`src/rtl/except_commit_pkg.sv`:
```
// rtl/except_commit_pkg.sv - excepttype field layout, raw flag indices and FSM encodings for except_commit
package except_commit_pkg;

  localparam int ET_WD  = 16;
  localparam int RAW_WD = 10;
  localparam int CNT_WD = 4;

  // packed excepttype word fields
  localparam int ET_ADDR_HI = 15;
  localparam int ET_ADDR_LO = 11;
  localparam int ET_DS      = 10;
  localparam int ET_PC_ADDR = 9;
  localparam int ET_ADES    = 8;
  localparam int ET_ADEL    = 7;
  localparam int ET_OV      = 6;
  localparam int ET_SYSCALL = 5;
  localparam int ET_BRK     = 4;
  localparam int ET_RI      = 3;
  localparam int ET_ERET    = 2;
  localparam int ET_MFC0    = 1;
  localparam int ET_MTC0    = 0;

  // raw source vector {pc_addr, ri, syscall, brk, ov, adel, ades, eret, mfc0, mtc0}
  localparam int RAW_PC_ADDR = 9;
  localparam int RAW_RI      = 8;
  localparam int RAW_SYSCALL = 7;
  localparam int RAW_BRK     = 6;
  localparam int RAW_OV      = 5;
  localparam int RAW_ADEL    = 4;
  localparam int RAW_ADES    = 3;
  localparam int RAW_ERET    = 2;
  localparam int RAW_MFC0    = 1;
  localparam int RAW_MTC0    = 0;

  typedef enum logic [1:0] {
    S_IDLE     = 2'd0,
    S_FLUSH    = 2'd1,
    S_REDIRECT = 2'd2
  } state_e;

endpackage

```
`src/rtl/except_commit_prio_enc.sv`:
```
// rtl/except_commit_prio_enc.sv - per-slot combinational exception priority encoder (module exc_prio_enc)
module exc_prio_enc
  import except_commit_pkg::*;
(
  input  logic              valid,
  input  logic              ds,
  input  logic [RAW_WD-1:0] raw,
  input  logic [4:0]        cp0_addr,
  output logic [ET_WD-1:0]  word
);

  always_comb begin
    word = '0;
    if (valid) begin
      word[ET_ADDR_HI:ET_ADDR_LO] = cp0_addr;
      word[ET_DS]                 = ds;
      if (raw[RAW_PC_ADDR])      word[ET_PC_ADDR] = 1'b1;
      else if (raw[RAW_RI])      word[ET_RI]      = 1'b1;
      else if (raw[RAW_SYSCALL]) word[ET_SYSCALL] = 1'b1;
      else if (raw[RAW_BRK])     word[ET_BRK]     = 1'b1;
      else if (raw[RAW_OV])      word[ET_OV]      = 1'b1;
      else if (raw[RAW_ADEL])    word[ET_ADEL]    = 1'b1;
      else if (raw[RAW_ADES])    word[ET_ADES]    = 1'b1;
      else begin
        // cp0 ops only reach CP0 when no exception is pending on the slot
        word[ET_ERET] = raw[RAW_ERET];
        word[ET_MFC0] = raw[RAW_MFC0];
        word[ET_MTC0] = raw[RAW_MTC0];
      end
    end
  end

endmodule

```
`src/rtl/except_commit.sv`:
```
// rtl/except_commit.sv - EX/MEM exception commit to CP0 with flush/redirect sequencing
// Optional exception statistics counter: EXCEPT_COMMIT_STATS_EN
module except_commit
  import except_commit_pkg::*;
#(
  parameter int EXCEPTTYPE_WD = ET_WD,
  parameter int FLUSH_CYCLES  = 2
) (
  input  logic                     clk,
  input  logic                     rst,
  input  logic                     stall,
  input  logic                     valid_i1,
  input  logic                     valid_i2,
  input  logic [31:0]              pc_i1,
  input  logic [31:0]              pc_i2,
  input  logic                     ds_i1,
  input  logic                     ds_i2,
  input  logic [RAW_WD-1:0]        raw_i1,
  input  logic [RAW_WD-1:0]        raw_i2,
  input  logic [4:0]               cp0_addr_i1,
  input  logic [4:0]               cp0_addr_i2,
  input  logic [31:0]              bad_addr_i1,
  input  logic [31:0]              bad_addr_i2,
  input  logic [31:0]              rt_rdata_i1,
  input  logic [31:0]              rt_rdata_i2,
  output logic [EXCEPTTYPE_WD-1:0] excepttype_o1,
  output logic [EXCEPTTYPE_WD-1:0] excepttype_o2,
  output logic [31:0]              current_pc_o1,
  output logic [31:0]              current_pc_o2,
  output logic [31:0]              bad_addr_o1,
  output logic [31:0]              bad_addr_o2,
  output logic [31:0]              rt_rdata_o1,
  output logic [31:0]              rt_rdata_o2,
  input  logic                     to_be_flushed,
  input  logic [31:0]              new_pc,
  output logic                     flush_o,
  output logic                     redirect_valid,
  output logic [31:0]              redirect_pc,
  input  logic                     redirect_ready,
  output logic                     busy,
  output logic [15:0]              exc_count
);

  state_e            state, state_nxt;
  logic [CNT_WD-1:0] flush_cnt;
  logic [ET_WD-1:0]  enc1, enc2;
  logic              slot1_claims;
  logic              accept_flush;
  logic              sample;

  exc_prio_enc u_enc1 (
    .valid    (valid_i1),
    .ds       (ds_i1),
    .raw      (raw_i1),
    .cp0_addr (cp0_addr_i1),
    .word     (enc1)
  );

  exc_prio_enc u_enc2 (
    .valid    (valid_i2),
    .ds       (ds_i2),
    .raw      (raw_i2),
    .cp0_addr (cp0_addr_i2),
    .word     (enc2)
  );

  // an exception or eret in the older slot squashes whatever the younger slot carries
  assign slot1_claims = |enc1[ET_PC_ADDR:ET_ERET];
  assign accept_flush = (state == S_IDLE) && to_be_flushed;
  assign sample       = (state == S_IDLE) && !to_be_flushed && !stall;

  always_ff @(posedge clk) begin
    if (rst) begin
      state <= S_IDLE;
    end else begin
      state <= state_nxt;
    end
  end

  always_comb begin
    state_nxt      = state;
    flush_o        = 1'b0;
    redirect_valid = 1'b0;
    busy           = 1'b0;
    case (state)
      S_IDLE: begin
        if (to_be_flushed) state_nxt = S_FLUSH;
      end
      S_FLUSH: begin
        flush_o = 1'b1;
        busy    = 1'b1;
        if (flush_cnt == CNT_WD'(1)) state_nxt = S_REDIRECT;
      end
      S_REDIRECT: begin
        redirect_valid = 1'b1;
        busy           = 1'b1;
        if (redirect_ready) state_nxt = S_IDLE;
      end
      default: state_nxt = S_IDLE;
    endcase
  end

  always_ff @(posedge clk) begin
    if (rst) begin
      flush_cnt <= '0;
    end else if (accept_flush) begin
      flush_cnt <= CNT_WD'(FLUSH_CYCLES);
    end else if (state == S_FLUSH) begin
      flush_cnt <= flush_cnt - CNT_WD'(1);
    end
  end

  always_ff @(posedge clk) begin
    if (rst) begin
      redirect_pc <= '0;
    end else if (accept_flush) begin
      redirect_pc <= new_pc;
    end
  end

  // output register: cleared on flush acceptance and frozen at 0 until back in IDLE
  always_ff @(posedge clk) begin
    if (rst || accept_flush) begin
      excepttype_o1 <= '0;
      excepttype_o2 <= '0;
      current_pc_o1 <= '0;
      current_pc_o2 <= '0;
      bad_addr_o1   <= '0;
      bad_addr_o2   <= '0;
      rt_rdata_o1   <= '0;
      rt_rdata_o2   <= '0;
    end else if (sample) begin
      excepttype_o1 <= enc1;
      current_pc_o1 <= valid_i1 ? pc_i1       : 32'h0;
      bad_addr_o1   <= valid_i1 ? bad_addr_i1 : 32'h0;
      rt_rdata_o1   <= valid_i1 ? rt_rdata_i1 : 32'h0;
      if (slot1_claims || !valid_i2) begin
        excepttype_o2 <= '0;
        current_pc_o2 <= '0;
        bad_addr_o2   <= '0;
        rt_rdata_o2   <= '0;
      end else begin
        excepttype_o2 <= enc2;
        current_pc_o2 <= pc_i2;
        bad_addr_o2   <= bad_addr_i2;
        rt_rdata_o2   <= rt_rdata_i2;
      end
    end
  end

`ifdef EXCEPT_COMMIT_STATS_EN
  logic [15:0] exc_cnt_q;
  logic        committed_exc;

  // eret sits below ET_RI, so it is excluded from the count
  assign committed_exc = (|excepttype_o1[ET_PC_ADDR:ET_RI]) || (|excepttype_o2[ET_PC_ADDR:ET_RI]);

  always_ff @(posedge clk) begin
    if (rst) begin
      exc_cnt_q <= '0;
    end else if (accept_flush && committed_exc && (exc_cnt_q != 16'hFFFF)) begin
      exc_cnt_q <= exc_cnt_q + 16'd1;
    end
  end

  assign exc_count = exc_cnt_q;
`else
  assign exc_count = 16'h0000;
`endif

endmodule
```
`config.mk`:
```
export PLATFORM = sky130hd
export DESIGN_NAME = except_commit
export DESIGN_NICKNAME = d
export VERILOG_FILES = /design/src/rtl/except_commit_pkg.sv /design/src/rtl/except_commit_prio_enc.sv /design/src/rtl/except_commit.sv
export SDC_FILE = /design/constraint.sdc
export NUM_CORES = 1
export LEC_CHECK = 0
export CAP_MARGIN = 5
export CORE_AREA = 2 2 207 209
export DETAILED_ROUTE_END_ITERATION = 7
export DIE_AREA = 0 0 209 211
export PLACE_DENSITY = 0.54
export SYNTH_ARGS = -nofsm -noshare
export SYNTH_HDL_FRONTEND = slang
export SYNTH_SLANG_ARGS = --single-unit
```
`constraint.sdc`:
```
create_clock -name clk -period 2.4 [get_ports clk]
set_input_delay 0.6 -clock clk [delete_from_list [all_inputs] [get_ports clk]]
set_output_delay 0.6 -clock clk [all_outputs]
set_load 0.02 [all_outputs]
```
# Yosys cells after proc, flatten, opt, wreduce, memory -nomap -nowiden
# Index checks and enable logic that the tools add are counted.
[op_classes] n_mux=58 n_reduce_logical=14 n_addsub=1 eq_ne=6
[ops] cell="$mux W32" count=6
[ops] cell="$mux W16" count=3
[ops] cell="$mux W3" count=16
[ops] cell="$mux W1" count=21
[ops] cell="$mux W9" count=2
[ops] cell="$mux W2" count=7
[ops] cell="$mux W5" count=2
[ops] cell="$reduce_or A8 Y1" count=1
[ops] cell="$ne A2 B2 Y1 const B" count=3
[ops] cell="$pmux W2 S3" count=1
[ops] cell="$eq A4 B1 Y1 const B" count=1
[ops] cell="$reduce_or A2 Y1" count=2
[ops] cell="$sub A4 B1 Y4 const B" count=1
[ops] cell="$logic_and A1 B1 Y1" count=3
[ops] cell="$logic_not A1 Y1" count=3
[ops] cell="$reduce_and A3 Y1" count=1
[ops] cell="$eq A2 B1 Y1 const B" count=1
[ops] cell="$eq A2 B2 Y1 const B" count=1
[ops] cell="$logic_not A2 Y1" count=1
[ops] cell="$logic_or A1 B1 Y1" count=2
[ops] cell="$reduce_bool A2 Y1" count=1
[totals] out_inout_bits=275 wordCells=91 regBits=262

# Logic depth before layout (Yosys ltp)
# Gate-level depths: netlist of run 1.
[depth] depth_word=11 mapped_depth=8

# Modules after synthesis
# Synthesis of run 1 repeated with hierarchy kept, for this count alone.
[hier_totals] cells_unflattened=1009 area_unflattened_um2=9581.7
[by_module_without_submodules] mod="except_commit" cells_each=961 area_each_um2=9193.8 seq_area_each_um2=5245.0 n_inst=1
[by_module_without_submodules] mod="exc_prio_enc" cells_each=24 area_each_um2=193.9 seq_area_each_um2=0.0 n_inst=2

# Least setup slack after synthesis of run 1
# OpenSTA, ideal clock, no wires.
[synth_path] path_kind="input -> register" from="input port valid_i1" to="register excepttype_o1[7]" path_stages=5 slack_ns=0.486 t_arrival_ns=1.849 path_buffers=1 setup_ns=0.065 path_cell_list="clkbuf_1 or4b_2 nor3_1 a32oi_1 nor2_1"
[synth_between] elab_chain_len=1
[synth_rtl] item="start: declaration" line="except_commit.sv:12" rtl="input logic valid_i1,"
[synth_rtl] item="$mux W16" line="except_commit_prio_enc.sv:14" rtl="if (valid) begin"
[synth_rtl] item="end signal: assignment" line="except_commit.sv:133" rtl="excepttype_o1 <= enc1;"
[synth_rtl] item="end: declaration" line="except_commit.sv:26" rtl="output logic [EXCEPTTYPE_WD-1:0] excepttype_o1,"
# Every way passes these cells.
# A chain may end at the register's enable or synchronous reset.

# Worst setup path after layout of run 1
[layout_path] from="register state[1]" to="output port busy"
[layout_between] elab_chain_len=3 word_cells_on_any_way=4 cone_classes="eq/ne (2); mux (1); reduce/logical (1)"
[layout_rtl] item="start: declaration" line="except_commit.sv:44" rtl="state_e state, state_nxt;"
[layout_rtl] item="start signal: assignment" line="except_commit.sv:76" rtl="state <= state_nxt;"
[layout_rtl] item="$eq A2 B1 Y1 or $eq A2 B2 Y1 (tied branches)" line="except_commit.sv:85" rtl="case (state)"
[layout_rtl] item="$reduce_or A2 Y1 (no source line) *"
[layout_rtl] item="$mux W1 *" line="except_commit.sv:85"
[layout_rtl] item="end: declaration" line="except_commit.sv:40" rtl="output logic busy,"
# Every way passes the cells marked *; elsewhere a longest branch is shown, timed or not.

==> impl_metrics.py, run 1 <==
metrics = {
    "logic_synthesis": {
        "combinational_family_with_the_most_area_after_synthesis": "compound AO/OA/AOI/OAI gates",
        "synth_simple_gate_area_share_pct": 15.6,
        "synth_compound_gate_area_share_pct": 19.4,
        "yosys.area_share.adder_pct": 0.832,
        "post_synth_xor_area_fraction_pct": 0.291,
        "synth_seq_cells": 262,
        "syn-instance-count": 964,
        "synth_cell_types": 34,
        "synthesis_warnings": 0,
        "ys_seq_area_share_pct": 58.1,
        "syn-mean-instance-area_um2": 9.36,
        "mappedNetlistArea_mm2": 0.00902,
        "muxShareOfSynthArea_pct": 0.222,
    },
    "clock_tree": {
        "clk_pin_slew_worst_paths_ps": 60,
        "cts_root_buffer": "sky130_fd_sc_hd__clkbuf_16",
        "max-clock-path-buffers": 3,
        "htree_levels": 2,
        "numCtsBuffers": 34,
        "cts.repair_timing.setup_buffer_count": 0,
        "tritoncts_num_sinks": 262,
        "worstSkewPairLatency_ps": 520,
        "cts_tree": "built",
    },
    "layout": {
        "finalNetCount": 1752,
        "area_growth_pct": 79.1,
        "drive_above_1_share_pct": 6.91,
    },
    "worst_setup_path": {
        "depth_of_the_worst_register_to_register_path": 8,
        "worst-endpoint-required_ps": 1800,
        "classification_of_the_worst_setup_path": "reg2out",
        "start_kind": "register",
        "timing.critical_path.arrival_ps": 1610,
        "crit_fanout": 3,
        "end_kind": "primary output",
    },
    "drt": {
        "drt.antenna.violating_nets": 0,
        "via_count": 8960,
        "detail_route.drc_violations": 0,
        "routed_wire_length_per_instance_um": 17.8,
        "drt-total-wl_mm": 36.3,
        "drt_iter0_drc": 567,
        "vias_per_cell": 4.38,
        "detail_route.first_pass.iterations": 5,
    },
    "sta": {
        "worst_pin_slew_ps": 696,
        "rsz_0062_raised_after_global_routing": "false",
        "setup_viol": 0,
        "report.final.slew_viol_count": 0,
        "setup_total_negative_slack_ps": 0,
        "finalCritPeriodShare_pct": 91.9,
        "slew-limit-headroom_pct": 53.6,
        "finalWorstPathRequiredPeriod_ps": 2210,
        "finalHoldWorstSlack_ps": 448,
        "clock.fmax_mhz": 453,
        "number_of_hold_violations_in_the_final_report": 0,
        "skew_ps": 12.4,
    },
    "min_path": {
        "hold_class": "reg2reg",
        "hold-path-cell-count": 2,
    },
    "placement": {
        "place.gp.congestion": 0.795,
        "hpwl_after_dpl_mm": 26.7,
        "number_of_buffer_cells_added_on_primary_ports": 521,
    },
    "power": {
        "p_leak_nw": 5.80,
        "power.density_cell_area_mw_per_mm2": 786,
        "power.ir.vdd_worst_v": 0.000484,
    },
    "floorplanning": {
        "rows": 75,
        "die_width_um": 209,
        "floorplan.die_area_mm2": 0.0441,
        "fp.coreArea_mm2": 0.0418,
        "initial_core_util_pct": 21.6,
        "top_level_ports": 538,
        "chipHeight_um": 211,
    },
    "global_routing": {
        "grt-ovfl-total": 0,
        "first_global_vias": 8714,
        "antenna_found_initial": 0,
        "grt.total_usage_pct": 15.8,
        "maximum_number_of_pins_on_one_net_before_global_route_repair": 74,
        "grt_pass1_wl_mm": 53.9,
    },
    "run": {
        "timing.max_cap.violations": 0,
    },
    "run_status": {
        "status": "completed",
    },
}
critical path, cell delays in order (launching register included):
cell and delay [ps]:
sky130_fd_sc_hd__dfxtp_1 350, sky130_fd_sc_hd__inv_1 90, sky130_fd_sc_hd__ha_1 280, sky130_fd_sc_hd__dlygate4sd2_1 360
state kept, by name, summed over array words and instances, names as in the netlist:
register	cells
bad_addr_o1	32
bad_addr_o2	32
current_pc_o1	32
current_pc_o2	32
excepttype_o1	16
excepttype_o2	16
flush_cnt	4
redirect_pc	32
rt_rdata_o1	32
rt_rdata_o2	32
state	2
final cells by class:
class / count / area (um^2)
clock buffer: 48 / 963
sequential: 262 / 5250
inverter: 9 / 33.8
timing repair buffer: 567 / 5740
clock inverter: 10 / 119
multi-input combinational: 609 / 3380
tap: 539 / 674
fill: 4140 / 25600
antenna: 1 / 2.50
path summary, 6_finish.rpt:
kind                       end              start  slack [ps]
max                       busy           state[1]         190
min          current_pc_o1[18]  current_pc_o1[18]         450
max reg2reg  current_pc_o2[17]           state[1]         400
min reg2reg  current_pc_o1[18]  current_pc_o1[18]         450
through the flow:
stage               setup WS (ps)  std cells  total power [mW]  util (%)  area [um^2]
finish                        193       2045              12.7      38.7        16200
global route                 75.1       2044              13.3      38.7        16200
CTS                           127       2044              12.9      38.7        16200
detailed placement          -36.3       1986              7.89      36.1        15100
global placement            -31.4       1986              7.87      36.1        15100
floorplan                     486        979              6.26         -         9080
what timing repair did:
item,4_1_cts,5_1_grt
resized for setup,3,0
hold buffers,0,0
setup endpoints to repair,3,0
kinds of logic (layout without fill, tap and decap cells):
logic type               Yosys count  count (layout)
other                              1              17
adder cells (fa/ha/maj)            6               6
flip-flops                       262             262
multiplexers                       2               2
AO/OA/AOI/OAI                    261             261
buffers and inverters            108             634
XOR/XNOR                           3               3
AND/OR/NAND/NOR                  321             321
routing by layer:
metal / share of wire, % / vias to the layer above / routed length, um / global-route usage (%)
met3: 6.9 / 58 / 2520 / 4.68
met1: 41 / 4194 / 14900 / 18.8
met5: 0 / - / 0 / 0
met2: 49 / 333 / 17900 / 26.5
li1: - / 4375 / - / -
met4: 2.8 / 0 / 1010 / 6.43
synthesized netlist by cell type:
library cell               instances  area share, %
sky130_fd_sc_hd__a22o_1          107             10
sky130_fd_sc_hd__nand2b_1          2           0.14
sky130_fd_sc_hd__and3_1            3           0.21
sky130_fd_sc_hd__nor3b_2           1           0.14
sky130_fd_sc_hd__conb_1            1          0.042
sky130_fd_sc_hd__ha_1              6           0.83
sky130_fd_sc_hd__xor2_1            1          0.097
sky130_fd_sc_hd__nor4b_1           1          0.097
sky130_fd_sc_hd__nand4b_1          1          0.097
sky130_fd_sc_hd__xnor2_1           2           0.19
sky130_fd_sc_hd__buf_4            20            1.7
sky130_fd_sc_hd__dfxtp_1         262             58
sky130_fd_sc_hd__and2_1            1          0.069
sky130_fd_sc_hd__mux2i_1           2           0.22
sky130_fd_sc_hd__or4b_2            1           0.11
sky130_fd_sc_hd__a32oi_1           2           0.19
sky130_fd_sc_hd__a32o_1            4           0.44
sky130_fd_sc_hd__nor4_1            1          0.069
sky130_fd_sc_hd__nand3_1         104            5.8
sky130_fd_sc_hd__a222oi_1          1           0.11
sky130_fd_sc_hd__a21oi_1         140            7.8
sky130_fd_sc_hd__inv_1             9           0.37
sky130_fd_sc_hd__nor3_2            1           0.11
sky130_fd_sc_hd__or3b_2            2           0.19
sky130_fd_sc_hd__nor3_1            4           0.22
sky130_fd_sc_hd__nor2_1           22           0.92
sky130_fd_sc_hd__buf_1            11           0.46
sky130_fd_sc_hd__clkbuf_1         61            2.5
sky130_fd_sc_hd__a31oi_1           1          0.069
sky130_fd_sc_hd__buf_2             7           0.39
sky130_fd_sc_hd__a22oi_1           5           0.42
sky130_fd_sc_hd__or4_1             3           0.25
sky130_fd_sc_hd__nand2_1         174            7.2
sky130_fd_sc_hd__o21ai_0           1          0.055
where the power goes:
part / internal [mW] / leakage [nW] / switching, mW
Sequential: 4.61 / 2.12 / 0.140
Combinational: 1.36 / 3.15 / 1.64
Clock: 3.01 / 0.535 / 1.93
placed cells by master (no fill, tap or decap), types with 6 or more instances in the layout:
master and count:
sky130_fd_sc_hd__nand3_1 104, sky130_fd_sc_hd__buf_12 15, sky130_fd_sc_hd__conb_1 16, sky130_fd_sc_hd__inv_1 9
sky130_fd_sc_hd__a22o_1 107, sky130_fd_sc_hd__ha_1 6, sky130_fd_sc_hd__clkbuf_1 8, sky130_fd_sc_hd__a21oi_1 139
sky130_fd_sc_hd__clkbuf_16 34, sky130_fd_sc_hd__clkdlybuf4s50_1 517, sky130_fd_sc_hd__nor2_1 22, sky130_fd_sc_hd__dfxtp_1 262
sky130_fd_sc_hd__clkbuf_8 6, sky130_fd_sc_hd__nand2_1 174, sky130_fd_sc_hd__buf_4 32
Power figures use the tool's default switching activity.
==> run 2, diff against run 1 <==
--- a/config.mk
+++ b/config.mk
@@ -9,7 +9,9 @@
 export CORE_AREA = 2 2 207 209
 export DETAILED_ROUTE_END_ITERATION = 7
 export DIE_AREA = 0 0 209 211
-export PLACE_DENSITY = 0.54
+export DONT_BUFFER_PORTS = 1
+export PLACE_DENSITY = 0.38
+export SLEW_MARGIN = 20
 export SYNTH_ARGS = -nofsm -noshare
 export SYNTH_HDL_FRONTEND = slang
 export SYNTH_SLANG_ARGS = --single-unit
==> constraint.sdc (replaced) <==
create_clock -name clk -period 2.4 [get_ports clk]
set_input_delay 0.48 -clock clk [delete_from_list [all_inputs] [get_ports clk]]
set_output_delay 0.48 -clock clk [all_outputs]
set_load 0.02 [all_outputs]
==> impl_metrics.py, run 2 (synthesis results as in run 1) <==
metrics = {
    "run_status": {
        "status": "completed",
    },
    "power": {
        "power.density_cell_area_mw_per_mm2": 1000,
        "cell_int_power_mw": 8.11,
        "combinationalPowerShare_pct": 15.2,
        "clockPowerShare_pct": 41.0,
        "p_leak_nw": 4.08,
        "switching_share_pct": 30.0,
        "power.ir.vdd_worst_v": 0.000481,
        "sequentialPowerShare_pct": 43.9,
        "power_switching_mw": 3.47,
    },
    "worst_setup_path": {
        "end_kind": "register",
        "crit_fanout": 39,
        "cell_chain_of_the_critical_path": "inv_1 > ha_1 > nor3b_4 > nand3_1 > nor3_4 > buf_12 > buf_12 > a22o_1",
        "cpMostUsedCell": "sky130_fd_sc_hd__buf_12",
        "worst_path_max_delay_cell": "sky130_fd_sc_hd__dfxtp_1",
        "classification_of_the_worst_setup_path": "reg2reg",
        "worst-endpoint-required_ps": 2910,
        "crit_path_max_incr_delay_ps": 320,
        "start_kind": "register",
        "timing.critical_path.arrival_ps": 2700,
    },
    "global_routing": {
        "grt_pass1_wl_mm": 46.8,
        "grt-ovfl-total": 0,
        "first_global_vias": 7194,
        "maximum_number_of_pins_on_one_net_before_global_route_repair": 107,
        "antenna_found_initial": 5,
        "grt.total_usage_pct": 13.6,
    },
    "sta": {
        "setup_total_negative_slack_ps": 0,
        "report.final.slew_viol_count": 0,
        "number_of_hold_violations_in_the_final_report": 0,
        "finalCritPeriodShare_pct": 91.4,
        "finalWorstPathRequiredPeriod_ps": 2190,
        "worst_pin_slew_ps": 635,
        "slew-limit-headroom_pct": 57.5,
        "skew_ps": 13.1,
        "clock.fmax_mhz": 456,
        "rsz_0062_raised_after_global_routing": "false",
        "setup_viol": 0,
    },
    "run": {
        "timing.max_cap.violations": 0,
    },
    "clock_tree": {
        "htree_levels": 1,
        "cts_tree": "built",
        "tritoncts_num_sinks": 262,
        "cts.repair_timing.setup_buffer_count": 0,
        "post_cts_resize_count": 0,
        "cts_root_buffer": "sky130_fd_sc_hd__clkbuf_16",
        "max-clock-path-buffers": 3,
        "worstSkewPairLatency_ps": 580,
        "clk_pin_slew_worst_paths_ps": 60,
        "hold_buffers": 86,
        "numCtsBuffers": 31,
    },
    "placement": {
        "place.gp.congestion": 0.753,
        "place_inst": 1441,
        "hpwl_after_dpl_mm": 22.4,
        "number_of_buffer_cells_added_on_primary_ports": 0,
    },
    "layout": {
        "final_common_cell": "sky130_fd_sc_hd__dfxtp_1",
        "drive_above_1_share_pct": 7.39,
        "final-instance-count-excl-fill": 1581,
        "area_growth_pct": 27.8,
        "diodes": 0,
        "finalNetCount": 1290,
        "most-common-layout-cells": "sky130_fd_sc_hd__dfxtp_1, sky130_fd_sc_hd__nand2_1, sky130_fd_sc_hd__a21oi_1, sky130_fd_sc_hd__a22o_1, sky130_fd_sc_hd__nand3_1",
    },
    "drt": {
        "drt_iter0_drc": 571,
        "detail_route.drc_violations": 0,
        "routed_wire_length_per_instance_um": 20.5,
        "drt.antenna.violating_nets": 0,
        "detail_route.first_pass.iterations": 5,
        "vias_per_cell": 4.59,
        "drt-total-wl_mm": 32.4,
        "via_count": 7264,
    },
    "floorplanning": {
        "rows": 75,
        "fp.coreArea_mm2": 0.0418,
        "initial_core_util_pct": 21.6,
        "top_level_ports": 538,
        "floorplan.die_area_mm2": 0.0441,
        "die_width_um": 209,
        "chipHeight_um": 211,
    },
    "min_path": {
        "hold_class": "in2reg",
    },
}
-- run 2: cell types whose count changed in the layout (fill, tap and decap cells not counted), moves of 3 or more --
| cell | delta |
|---|---|
| sky130_fd_sc_hd__dlygate4sd2_1 | -3 |
| sky130_fd_sc_hd__clkbuf_16 | -3 |
| sky130_fd_sc_hd__buf_12 | -3 |
| sky130_fd_sc_hd__buf_4 | -21 |
| sky130_fd_sc_hd__dlygate4sd3_1 | +85 |
| sky130_fd_sc_hd__clkdlybuf4s50_1 | -517 |
-- run 2: layout make-up --
cell class | instances | area (um^2)
multi-input cells | 609 | 3380
clock buffers | 45 | 898
repair buffers | 108 | 1170
fillers | 4436 | 30200
inverters | 9 | 33.8
flip-flops and latches | 262 | 5250
well taps | 539 | 674
clock inverters | 9 | 124
-- run 2: final timing paths --
check	to	cells after the start	slack, ps	from
max	rt_rdata_o2[17]	8	210	state[1]
max reg2reg	rt_rdata_o2[17]	8	210	state[1]
min reg2reg	flush_cnt[3]	2	520	flush_cnt[3]
min	bad_addr_o2[19]	1	40	bad_addr_i2[19]
-- run 2: power groups by stage --
stage	combinational (mW)	sequential [mW]	clock [mW]
after floorplan	1.16	5.10	0
after global placement	1.64	5.19	0
after detailed placement	1.66	5.18	0
after CTS	1.80	5.09	4.93
after global routing	1.97	5.11	5.08
final	1.76	5.08	4.74
-- run 2: worst max-delay path: cells and delay by family, from the launching register on --
| family | cells | cell delay (ps) |
|---|---|---|
| simple gates | 3 | 700 |
| buf+inv | 3 | 570 |
| flops | 1 | 320 |
| fa+ha+maj | 1 | 320 |
| compound gates | 1 | 170 |
-- run 2: routing by layer --
layer | GRT usage, % | up-vias | wire length, um
met4 | 4.43 | 4 | 948
met2 | 23.6 | 312 | 16000
met3 | 4.89 | 55 | 2940
li1 | - | 3455 | -
met5 | 0 | - | 30
met1 | 15.5 | 3438 | 12500
-- run 2: metrics by stage --
stage | hold slack [ps] | util [%] | area, um^2 | power [mW] | worst slack, ps
after detailed placement | 508 | 23.1 | 9640 | 6.84 | 210
after CTS | 0.0759 | 27.6 | 11500 | 11.8 | 187
after global placement | 506 | 23.1 | 9640 | 6.83 | 271
final | 41.7 | 27.6 | 11500 | 11.6 | 206
after floorplan | 477 | - | 9080 | 6.26 | 517
after global routing | 0.689 | 27.6 | 11500 | 12.2 | 25.0
